**src/rtl/program_loader_pkg.sv**
```systemverilog
// program_loader_pkg
//   Shared definitions for the program loader: controller state encoding,
//   host command bytes, the acknowledge byte and the lengths (in bytes) of
//   every message the loader sends back to the host.
package program_loader_pkg;

    typedef enum logic [3:0] {
        ST_IDLE    = 4'd0,
        ST_LD_CNT0 = 4'd1,
        ST_LD_CNT1 = 4'd2,
        ST_LD_DATA = 4'd3,
        ST_LD_WR   = 4'd4,
        ST_RUN     = 4'd5,
        ST_STEP    = 4'd6,
        ST_CAPTURE = 4'd7,
        ST_TX      = 4'd8
    } state_t;

    localparam logic [7:0] CMD_LOAD = 8'h4C;  // 'L'
    localparam logic [7:0] CMD_RUN  = 8'h52;  // 'R'
    localparam logic [7:0] CMD_STEP = 8'h53;  // 'S'
    localparam logic [7:0] ACK_BYTE = 8'h06;

    // Message lengths in bytes.
    localparam logic [3:0] ACK_LEN        = 4'd1;
    localparam logic [3:0] RPT_LEN_PC     = 4'd4;
    localparam logic [3:0] RPT_LEN_PC_CNT = 4'd8;

endpackage

```
**src/rtl/program_loader_tx_word_serializer.sv**
```systemverilog
// tx_word_serializer
//   Holds a message of up to 8 bytes and hands it to the byte transmitter
//   LSB first.
//
//   Handshake: a byte moves when o_valid & i_ready are both high at a rising
//   clock edge. While o_valid is high and i_ready is low, o_data and o_valid
//   do not change. After an accept the next byte is presented in the
//   following cycle.
//
// Ports
//   i_clock, i_reset  clock, synchronous active-high reset
//   i_load            capture i_value / i_len and start sending
//   i_len             number of bytes to send (1..8)
//   i_value           message, byte 0 in bits [7:0]
//   i_ready           transmitter ready
//   o_data, o_valid   byte on offer
//   o_done            high in the cycle whose edge accepts the last byte
module tx_word_serializer (
    input  logic        i_clock,
    input  logic        i_reset,
    input  logic        i_load,
    input  logic [3:0]  i_len,
    input  logic [63:0] i_value,
    input  logic        i_ready,
    output logic [7:0]  o_data,
    output logic        o_valid,
    output logic        o_done
);

    logic [63:0] r_shift;
    logic [3:0]  r_left;
    logic        r_valid;
    logic        w_accept;

    assign w_accept = r_valid & i_ready;

    always_ff @(posedge i_clock) begin
        if (i_reset) begin
            r_shift <= '0;
            r_left  <= '0;
            r_valid <= 1'b0;
        end else if (i_load) begin
            r_shift <= i_value;
            r_left  <= i_len;
            r_valid <= (i_len != 4'd0);
        end else if (w_accept) begin
            r_shift <= {8'h00, r_shift[63:8]};
            r_left  <= r_left - 4'd1;
            if (r_left == 4'd1) begin
                r_valid <= 1'b0;
            end
        end
    end

    assign o_data  = r_shift[7:0];
    assign o_valid = r_valid;
    // Only consumed by the controller FSM, never by a top-level output.
    assign o_done  = w_accept & (r_left == 4'd1);

endmodule

```
**src/rtl/program_loader.sv**
```systemverilog
// program_loader
//   Host-side controller between a byte link and the CPU core. It loads a
//   program into instruction memory through the debug write port, runs the
//   core freely or one step at a time through o_valid, and reports the
//   program counter back to the host.
//
//   Optional feature: define PROGRAM_LOADER_CYCLE_COUNT_EN to count the
//   cycles with o_valid high since the last run/step command and append the
//   32-bit count (LSB first) to every PC report.
//
// Ports
//   i_clock, i_reset       clock, synchronous active-high reset
//   i_rx_data, i_rx_valid  received byte and its one-cycle strobe
//   o_tx_data, o_tx_valid  byte to transmit, held until accepted
//   i_tx_ready             transmitter accepts on o_tx_valid & i_tx_ready
//   o_instrmem_addr/data/we  instruction memory debug write port
//   o_valid                core advance enable
//   i_halt                 core has retired HALT (level)
//   i_pc                   core system PC
//   o_busy                 controller is not idle
//   o_dbg_state            current controller state (state_t encoding)
module program_loader
    import program_loader_pkg::*;
#(
    parameter int N_ADDR  = 2048,
    parameter int NB_REG  = 32,
    parameter int NB_BYTE = 8
) (
    input  logic               i_clock,
    input  logic               i_reset,
    input  logic [NB_BYTE-1:0] i_rx_data,
    input  logic               i_rx_valid,
    output logic [NB_BYTE-1:0] o_tx_data,
    output logic               o_tx_valid,
    input  logic               i_tx_ready,
    output logic [15:0]        o_instrmem_addr,
    output logic [NB_REG-1:0]  o_instrmem_data,
    output logic [3:0]         o_instrmem_we,
    output logic               o_valid,
    input  logic               i_halt,
    input  logic [NB_REG-1:0]  i_pc,
    output logic               o_busy,
    output logic [3:0]         o_dbg_state
);

    localparam logic [31:0] LP_N_ADDR = 32'(N_ADDR);

    state_t              r_state, w_state_next;
    logic [15:0]         r_word_cnt, w_word_cnt_next;
    logic [15:0]         r_word_total, w_word_total_next;
    logic [1:0]          r_byte_cnt, w_byte_cnt_next;
    logic [NB_REG-1:0]   r_word, w_word_next;
    logic                r_wait, w_wait_next;
    logic                r_valid, w_valid_next;
    logic [3:0]          r_we, w_we_next;
    logic [15:0]         r_addr, w_addr_next;
    logic [NB_REG-1:0]   r_data, w_data_next;

    logic                w_ser_load;
    logic [3:0]          w_ser_len;
    logic [63:0]         w_ser_value;
    logic                w_ser_done;
    logic [63:0]         w_report;
    logic                w_in_range;

`ifdef PROGRAM_LOADER_CYCLE_COUNT_EN
    localparam logic [3:0] LP_RPT_LEN = RPT_LEN_PC_CNT;
    logic [31:0] r_cycle_cnt;

    // Cleared when a run/step command is accepted, then counts every cycle
    // the core is allowed to advance.
    always_ff @(posedge i_clock) begin
        if (i_reset) begin
            r_cycle_cnt <= '0;
        end else if ((r_state == ST_IDLE) && i_rx_valid &&
                     ((i_rx_data == CMD_RUN) || (i_rx_data == CMD_STEP))) begin
            r_cycle_cnt <= '0;
        end else if (r_valid) begin
            r_cycle_cnt <= r_cycle_cnt + 32'd1;
        end
    end

    assign w_report = {r_cycle_cnt, i_pc};
`else
    localparam logic [3:0] LP_RPT_LEN = RPT_LEN_PC;
    assign w_report = {32'd0, i_pc};
`endif

    assign w_in_range = ({16'd0, r_word_cnt} < LP_N_ADDR);

    always_comb begin
        w_state_next      = r_state;
        w_word_cnt_next   = r_word_cnt;
        w_word_total_next = r_word_total;
        w_byte_cnt_next   = r_byte_cnt;
        w_word_next       = r_word;
        w_wait_next       = r_wait;
        w_valid_next      = 1'b0;
        w_we_next         = 4'h0;
        w_addr_next       = r_addr;
        w_data_next       = r_data;
        w_ser_load        = 1'b0;
        w_ser_len         = ACK_LEN;
        w_ser_value       = {56'd0, ACK_BYTE};

        case (r_state)
            ST_IDLE: begin
                if (i_rx_valid) begin
                    if (i_rx_data == CMD_LOAD) begin
                        w_state_next      = ST_LD_CNT0;
                        w_word_cnt_next   = '0;
                        w_word_total_next = '0;
                        w_byte_cnt_next   = '0;
                    end else if (i_rx_data == CMD_RUN) begin
                        w_state_next = ST_RUN;
                        w_valid_next = 1'b1;
                    end else if (i_rx_data == CMD_STEP) begin
                        // A halted core gets no pulse; just report its PC.
                        if (i_halt) begin
                            w_state_next = ST_CAPTURE;
                            w_wait_next  = 1'b0;
                        end else begin
                            w_state_next = ST_STEP;
                            w_valid_next = 1'b1;
                        end
                    end
                end
            end
            ST_LD_CNT0: begin
                if (i_rx_valid) begin
                    w_word_total_next[7:0] = i_rx_data;
                    w_state_next           = ST_LD_CNT1;
                end
            end
            ST_LD_CNT1: begin
                if (i_rx_valid) begin
                    w_word_total_next[15:8] = i_rx_data;
                    if ({i_rx_data, r_word_total[7:0]} == 16'd0) begin
                        w_state_next = ST_TX;
                        w_ser_load   = 1'b1;
                    end else begin
                        w_state_next = ST_LD_DATA;
                    end
                end
            end
            ST_LD_DATA: begin
                if (i_rx_valid) begin
                    w_word_next[{r_byte_cnt, 3'b000} +: 8] = i_rx_data;
                    w_byte_cnt_next = r_byte_cnt + 2'd1;
                    if (r_byte_cnt == 2'd3) begin
                        w_state_next = ST_LD_WR;
                        // Out-of-range words are consumed but never written.
                        if (w_in_range) begin
                            w_we_next   = 4'hF;
                            w_addr_next = r_word_cnt;
                            w_data_next = w_word_next;
                        end
                    end
                end
            end
            ST_LD_WR: begin
                w_word_cnt_next = r_word_cnt + 16'd1;
                if ((r_word_cnt + 16'd1) == r_word_total) begin
                    w_state_next = ST_TX;
                    w_ser_load   = 1'b1;
                end else begin
                    w_state_next = ST_LD_DATA;
                end
            end
            ST_RUN: begin
                if (i_halt) begin
                    w_state_next = ST_CAPTURE;
                    w_wait_next  = 1'b0;
                end else begin
                    w_valid_next = 1'b1;
                end
            end
            ST_STEP: begin
                w_state_next = ST_CAPTURE;
                w_wait_next  = 1'b0;
            end
            ST_CAPTURE: begin
                // Two edges of settling so the fetch PC reflects the last
                // advance before it is sampled.
                if (r_wait) begin
                    w_state_next = ST_TX;
                    w_ser_load   = 1'b1;
                    w_ser_len    = LP_RPT_LEN;
                    w_ser_value  = w_report;
                end else begin
                    w_wait_next = 1'b1;
                end
            end
            ST_TX: begin
                if (w_ser_done) begin
                    w_state_next = ST_IDLE;
                end
            end
            default: begin
                w_state_next = ST_IDLE;
            end
        endcase
    end

    always_ff @(posedge i_clock) begin
        if (i_reset) begin
            r_state      <= ST_IDLE;
            r_word_cnt   <= '0;
            r_word_total <= '0;
            r_byte_cnt   <= '0;
            r_word       <= '0;
            r_wait       <= 1'b0;
            r_valid      <= 1'b0;
            r_we         <= 4'h0;
            r_addr       <= '0;
            r_data       <= '0;
        end else begin
            r_state      <= w_state_next;
            r_word_cnt   <= w_word_cnt_next;
            r_word_total <= w_word_total_next;
            r_byte_cnt   <= w_byte_cnt_next;
            r_word       <= w_word_next;
            r_wait       <= w_wait_next;
            r_valid      <= w_valid_next;
            r_we         <= w_we_next;
            r_addr       <= w_addr_next;
            r_data       <= w_data_next;
        end
    end

    tx_word_serializer u_tx_ser (
        .i_clock (i_clock),
        .i_reset (i_reset),
        .i_load  (w_ser_load),
        .i_len   (w_ser_len),
        .i_value (w_ser_value),
        .i_ready (i_tx_ready),
        .o_data  (o_tx_data),
        .o_valid (o_tx_valid),
        .o_done  (w_ser_done)
    );

    assign o_instrmem_we   = r_we;
    assign o_instrmem_addr = r_addr;
    assign o_instrmem_data = r_data;
    assign o_valid         = r_valid;
    assign o_busy          = (r_state != ST_IDLE);
    assign o_dbg_state     = r_state;

endmodule
```
**config.mk**
```make
export PLATFORM = sky130hd
export DESIGN_NAME = program_loader
export DESIGN_NICKNAME = d
export VERILOG_FILES = /design/src/rtl/program_loader_pkg.sv /design/src/rtl/program_loader_tx_word_serializer.sv /design/src/rtl/program_loader.sv
export SDC_FILE = /design/constraint.sdc
export NUM_CORES = 1
export LEC_CHECK = 0
export CAP_MARGIN = 30
export CELL_PAD_IN_SITES_DETAIL_PLACEMENT = 1
export CELL_PAD_IN_SITES_GLOBAL_PLACEMENT = 1
export CORE_ASPECT_RATIO = 0.5
export CORE_UTILIZATION = 42
export DETAILED_ROUTE_END_ITERATION = 8
export HOLD_SLACK_MARGIN = 0.03
export PLACE_DENSITY_LB_ADDON = 0.15
export REMOVE_ABC_BUFFERS = 1
export SLEW_MARGIN = 30
export SYNTH_ARGS = -nofsm -noshare
export SYNTH_HDL_FRONTEND = slang
export SYNTH_HIERARCHICAL = 1
export SYNTH_SLANG_ARGS = --single-unit
```
**constraint.sdc**
```tcl
create_clock -name i_clock -period 4.3 [get_ports i_clock]
set_clock_uncertainty 0.2 [all_clocks]
set_input_delay 1.29 -clock i_clock [delete_from_list [all_inputs] [get_ports i_clock]]
set_output_delay 1.29 -clock i_clock [all_outputs]
set_load 0.05 [all_outputs]
```
## After elaboration in Yosys (flattened, before gate mapping)

Cells that the tools add are included.

| word-level totals | value |
|---|---|
| register bits after elaboration | 193 |
| bits of input ports | 45 |

| cells by class | value |
|---|---|
| add/subtract/negate cells | 4 |
| $lt $le $gt $ge | 1 |
| equality and inequality tests | 27 |
| shifts and indexed selects | 2 |
| muxes and demuxes | 55 |
| bitwise gates (word level) | 5 |
| reductions and logical operators | 21 |

Operators by type and width:

| cell | count |
|---|---|
| $mux W64 | 2 |
| $mux W32 | 2 |
| $mux W4 | 16 |
| $pmux W4 S9 | 1 |
| $bwmux W32 | 1 |
| $mux W16 | 2 |
| $pmux W16 S2 | 1 |
| $pmux W8 S2 | 2 |
| $shift A8 B7 Y32 const A | 1 |
| $shiftx A8 B7 Y32 | 1 |
| $eq A8 B7 Y1 const B | 3 |
| $ne A2 B2 Y1 const B | 11 |
| $mux W1 | 18 |
| $add A16 B1 Y16 const B | 1 |
| $eq A16 B16 Y1 | 1 |
| $eq A4 B3 Y1 const B | 4 |
| $logic_not A16 Y1 | 1 |
| $lt A16 B12 Y1 const B | 1 |
| $reduce_and A4 Y1 | 4 |
| $reduce_bool A2 Y1 | 6 |
| $reduce_bool A4 Y1 | 3 |
| $reduce_and A9 Y1 | 1 |
| $eq A4 B1 Y1 const B | 2 |
| $eq A4 B2 Y1 const B | 2 |
| 21 further kinds | 28 |

## Logic depth before layout (Yosys ltp)

| logic depth | value |
|---|---|
| word-level depth | 6 |
| mapped depth | 12 |
| gate-level depth less buffers | 10 |

## Hierarchy

The synthesis kept the hierarchy.

By module, submodules not included:

| module | instances | cells an instance | area an instance (µm²) | seq. area each (µm²) |
|---|---|---|---|---|
| program_loader | 1 | 722 | 6020.8 | 2422.3 |
| tx_word_serializer | 1 | 396 | 3108.0 | 1381.3 |

## Worst setup path before layout

OpenSTA, ideal clock, no wires.

| timing | value |
|---|---|
| path kind | input port to flip-flop |
| start point | input i_tx_ready |
| end point | register r_state[2], in the netlist o_dbg_state[2] |
| setup time | 128 ps |
| arrival | 3194 ps |
| path slack | 779 ps |
| cell stages on the path | 10 |
| cells stage by stage | buf_2 nand2_2 clkbuf_1 nor4b_1 or4b_2 a21oi_1 a311o_1 a2111oi_0 o221ai_1 a31oi_1 |

| on the way | value |
|---|---|
| word-level cells in the longest chain between the ends | 4 |

Ends and longest elaborated chain:

| element | RTL line | RTL |
|---|---|---|
| from (decl) | program_loader.sv:35 | `input logic i_tx_ready,` |
| $and A1 B1 Y1 | program_loader_tx_word_serializer.sv:35 | `assign w_accept = r_valid & i_ready;` |
| $and A1 B1 Y1 | program_loader_tx_word_serializer.sv:58 | `assign o_done = w_accept & (r_left == 4'd1);` |
| named net w_ser_done | program_loader.sv:62 | `logic w_ser_done;` |
| $ne A2 B1 Y1 (no line) | -- |  |
| $reduce_and A9 Y1 (no line) | -- |  |
| to (signal assigned) | program_loader.sv:218 | `r_state <= w_state_next;` |
| to (decl) | program_loader.sv:48 | `state_t r_state, w_state_next;` |

The timed path passes the listed nets, and every way through them passes these cells.
A chain may end at the register's enable or synchronous reset.

## Worst setup path after layout

| timing | value |
|---|---|
| start point | register r_state[1], in the netlist o_dbg_state[1] |
| end point | output o_busy |

| on the way | value |
|---|---|
| word-level cells in the longest chain between the ends | 1 |

Ends and longest elaborated chain:

| element | RTL line | RTL |
|---|---|---|
| $reduce_bool A4 Y1 | program_loader.sv:247 | `assign o_busy = (r_state != ST_IDLE);` |
| to (decl) | program_loader.sv:42 | `output logic o_busy,` |

Every way passes these cells.

==> impl_results.rst <==
.. list-table::
   :header-rows: 1

   * - Metric
     - Value
   * - Max FO, Critical Path
     - 16
   * - Total Die Area
     - 0.0224 mm2
   * - Post-synthesis instance area
     - 0.00913 mm2
   * - Mean routed wirelength per cell
     - 17.1 um
   * - Final count of negative-setup-slack endpoints
     - 0
   * - Global-route wire length before repair
     - 42000 um
   * - Family of cells with the greatest summed delay on the critical path
     - buffers and inverters
   * - Critical path type
     - flop to primary output
   * - Standard-cell row count
     - 37
   * - DRC violations left
     - 0
   * - Number of inserted diodes
     - 0
   * - TritonRoute pass-1 iters
     - 4
   * - Chip Width
     - 210 um
   * - Max rail drop VDD
     - 0.263 mV
   * - Switching power as a share of total power
     - 0.273
   * - Reg clk slew, reported paths
     - 0.07 ns
   * - Cell type of the slowest stage on the worst timing path
     - sky130_fd_sc_hd__clkdlybuf4s50_1
   * - Pleak
     - 0.00379 uW
   * - Latest clock arrival within the worst-skew pair
     - 0.44 ns
   * - Total of cells resized after clock tree synthesis
     - 0
   * - Count of different cell masters after synthesis
     - 74
   * - Level count of the clock H-tree
     - 4
   * - Total wire length
     - 25600 um
   * - Total routing resource utilization after global routing
     - 0.234
   * - Final hold violation count
     - 0
   * - Nets
     - 1248
   * - Arrival time worst endpoint
     - 2.38 ns
   * - Global route total overflow
     - 0
   * - Worst path cell trace
     - nor2_1 -> nand2_1 -> clkdlybuf4s50_1
   * - Per-cell via count in the routed design
     - 5.58
   * - Run status
     - finished clean
   * - Power Internal
     - 2840 uW
   * - Post-CTS setup buffer count
     - 0
   * - Largest net degree at the start of global routing
     - 127
   * - Slew HR
     - 0.407
   * - Post-route antenna net violation count
     - 0
   * - TritonCTS Buffers
     - 17
   * - Relative contribution of sequential cells to total power
     - 0.470
   * - Relative contribution of the clock network to total power
     - 0.408
   * - Fraction of layout cells with a size suffix above 1
     - 0.0737
   * - Total count of max-transition violations in the final report
     - 0
   * - Peak per-stage delay on the critical path
     - 0.84 ns
   * - Number of I/O pins
     - 112
   * - Class of the worst hold path
     - flop to flop
   * - Deepest clock path buffer count
     - 2
   * - Crit path buf inv count
     - 1
   * - Maximum Capacitance Violations
     - 0
   * - Areal power density over the cells
     - 356 mW/mm2
   * - Clk sinks
     - 190
   * - Antenna violations before repair
     - 0
   * - Via count of the first global-routing pass
     - 8272
   * - Mean post-synth cell area
     - 8.17 um2
   * - Count of state elements after synthesis
     - 190
   * - Yosys warnings
     - 6
   * - Die height
     - 106 um
   * - GP Congestion
     - 0.837
   * - Switching pwr
     - 1070 uW
   * - Count of input and output buffers
     - 111
   * - Placed Instances
     - 1467
   * - Slew @ Worst Pin
     - 0.883 ns
   * - Number of fill cells
     - 2519
   * - Logic gate share of total power
     - 0.122
   * - Seq/Total Area, Yosys
     - 0.417
   * - Clock tree from TritonCTS
     - done
   * - Final period utilization
     - 0.899
   * - Top FF cell, synth
     - sky130_fd_sc_hd__dfxtp_1
   * - Filler-free cell count of the finished design
     - 1499
   * - Number of enable flip-flop cells after synthesis
     - 0
   * - Starting density of the core
     - 0.436
   * - Post-CTS Hold Fix Bufs
     - 0
   * - Required @ worst endpoint
     - 2.81 ns
   * - Iter 0 DRT Violations
     - 492
   * - Startpoint class of the critical path
     - flop
   * - Overall power after layout
     - 3910 uW
   * - Cell count after synthesis
     - 1118
   * - Ys async rst share
     - 0
   * - Kind of capture point of the worst setup path
     - primary output
   * - Core outline area
     - 0.0209 mm2
   * - Min Clock Period, post-route
     - 3.87 ns
   * - Detailed placement HPWL
     - 16200 um
   * - Synthesis-to-finish area growth
     - 20.4%
   * - Unrepaired setup endpoints after global routing
     - no
   * - Clock root cell
     - sky130_fd_sc_hd__clkbuf_16
   * - Top achievable clock speed
     - 259 MHz
   * - Vias
     - 8365
==> flip-flops by register name, summed over array words and instances (netlist names), 2 cells and up <==
signal	cells
o_dbg_state	4
o_instrmem_addr	16
o_instrmem_data	32
r_byte_cnt	2
r_word	32
r_word_cnt	16
r_word_total	16
u_tx_ser/r_left	4
u_tx_ser/r_shift	64
==> per-stage QoR <==
stage | hold slack (ns) | TNS [ns] | setup WS (ns) | utilization | area, um2
floorplan | 0.233 | -43.65 | -1.05 | - | 8690
global placement | 0.238 | 0 | 0.458 | 0.497 | 10400
CTS | 0.260 | 0 | 0.410 | 0.525 | 11000
finish | 0.255 | 0 | 0.434 | 0.525 | 11000
detailed placement | 0.245 | 0 | 0.380 | 0.497 | 10400
global route | 0.273 | 0 | 0.305 | 0.525 | 11000
==> metal layers <==
metal / vias up / part of all wire / global-route usage
li1: 4101 / - / -
met1: 4109 / 0.49 / 0.311
met2: 133 / 0.47 / 0.391
met3: 22 / 0.031 / 0.0414
met4: 0 / 0.0099 / 0.0626
met5: - / 0 / 0
==> path summary, 6_finish.rpt <==
check	slack, ns	depth (start not counted)	endpoint	startpoint
min	0.25	2	o_instrmem_addr[4]$_SDFFE_PP0P_	o_instrmem_addr[4]$_SDFFE_PP0P_
max reg2reg	0.79	11	u_tx_ser/r_shift[31]$_SDFFE_PP0P_	r_word_cnt[0]$_SDFFE_PP0P_
max	0.43	3	o_busy	o_dbg_state[1]$_SDFFE_PP0P_
min reg2reg	0.25	2	o_instrmem_addr[4]$_SDFFE_PP0P_	o_instrmem_addr[4]$_SDFFE_PP0P_
==> synth_stat cells, drive strengths merged (2+ instances only) <==
master	number	area, um2
buf	51	308
nand3	95	480
and2	37	231
dfxtp	190	3800
nor4	10	81.3
nand4	6	50.0
o21ai	17	85.1
nor3	11	60.1
nand3b	6	45.0
nor2	105	397
or4b	2	20.0
o41ai	2	17.5
clkbuf	60	246
o22ai	3	18.8
or4	7	56.3
nor3b	2	20.0
ha	9	113
o31ai	2	15.0
a211oi	16	120
a31oi	7	43.8
a311oi	57	499
or3	9	62.6
or2	4	25.0
nand4bb	2	22.5
nor2b	33	206
nand2	124	468
a311o	3	30.0
and3	5	33.8
inv	12	45.0
xor2	8	70.1
a21oi	128	644
a2111oi	4	41.3
nand2b	3	21.3
o21a	28	210
nor4b	2	23.8
and4	3	31.3
o22a	27	236
o211ai	4	30.0
xnor2	13	114
==> power by group through the flow <==
stage               registers (uW)  logic (uW)  clock network, uW
global route                  1840         519               1710
CTS                           1840         476               1640
floorplan                     1890         244                  0
finish                        1840         475               1600
global placement              1870         459                  0
detailed placement            1880         473                  0
==> cell type report <==
type	count	area, um2	share of cell area
Sequential cell	190	3800	0.346
Timing Repair Buffer	134	1330	0.121
Tap cell	292	365	0.0332
Multi-Input combinational cell	839	4870	0.443
Inverter	12	46.3	0.00421
Clock buffer	20	447	0.0406
Clock inverter	12	136	0.0124
==> tightest hold or removal path, delay by kind of cell, from the launching register on <==
family,cells,cell delay (ns)
flip-flops,1,0.31
AND/OR/NAND/NOR,1,0.05
AO/OA/AOI/OAI,1,0.05
==> cell usage in the layout (no fill, tap or decap), types with 8 or more instances in the layout <==
cell type	instances
sky130_fd_sc_hd__o21a_1	28
sky130_fd_sc_hd__xor2_1	8
sky130_fd_sc_hd__clkdlybuf4s50_1	109
sky130_fd_sc_hd__dfxtp_1	189
sky130_fd_sc_hd__and2_1	36
sky130_fd_sc_hd__nor3_1	8
sky130_fd_sc_hd__a21oi_1	127
sky130_fd_sc_hd__xnor2_1	13
sky130_fd_sc_hd__nor2b_1	33
sky130_fd_sc_hd__nor2_1	101
sky130_fd_sc_hd__nand3_1	94
sky130_fd_sc_hd__ha_1	9
sky130_fd_sc_hd__o21ai_1	11
sky130_fd_sc_hd__o22a_1	27
sky130_fd_sc_hd__clkbuf_16	17
sky130_fd_sc_hd__inv_1	11
sky130_fd_sc_hd__buf_4	20
sky130_fd_sc_hd__a311oi_1	57
sky130_fd_sc_hd__conb_1	36
sky130_fd_sc_hd__nand2_1	123
sky130_fd_sc_hd__a211oi_1	16
==> kinds of logic (layout without fill, tap and decap cells) <==
family | count (synthesis) | count (layout) | synth area share
AOI/OAI and AO/OA | 304 | 304 | 0.224
xor gates and xnor gates | 21 | 21 | 0.0201
adders and majority gates | 9 | 9 | 0.0123
buffers and inverters | 124 | 178 | 0.0677
DFF | 190 | 190 | 0.417
muxes | 1 | 1 | 0.00110
other | 1 | 36 | 0.000411
and+or+nand+nor | 468 | 468 | 0.258
(Power assumes the default switching activity.)
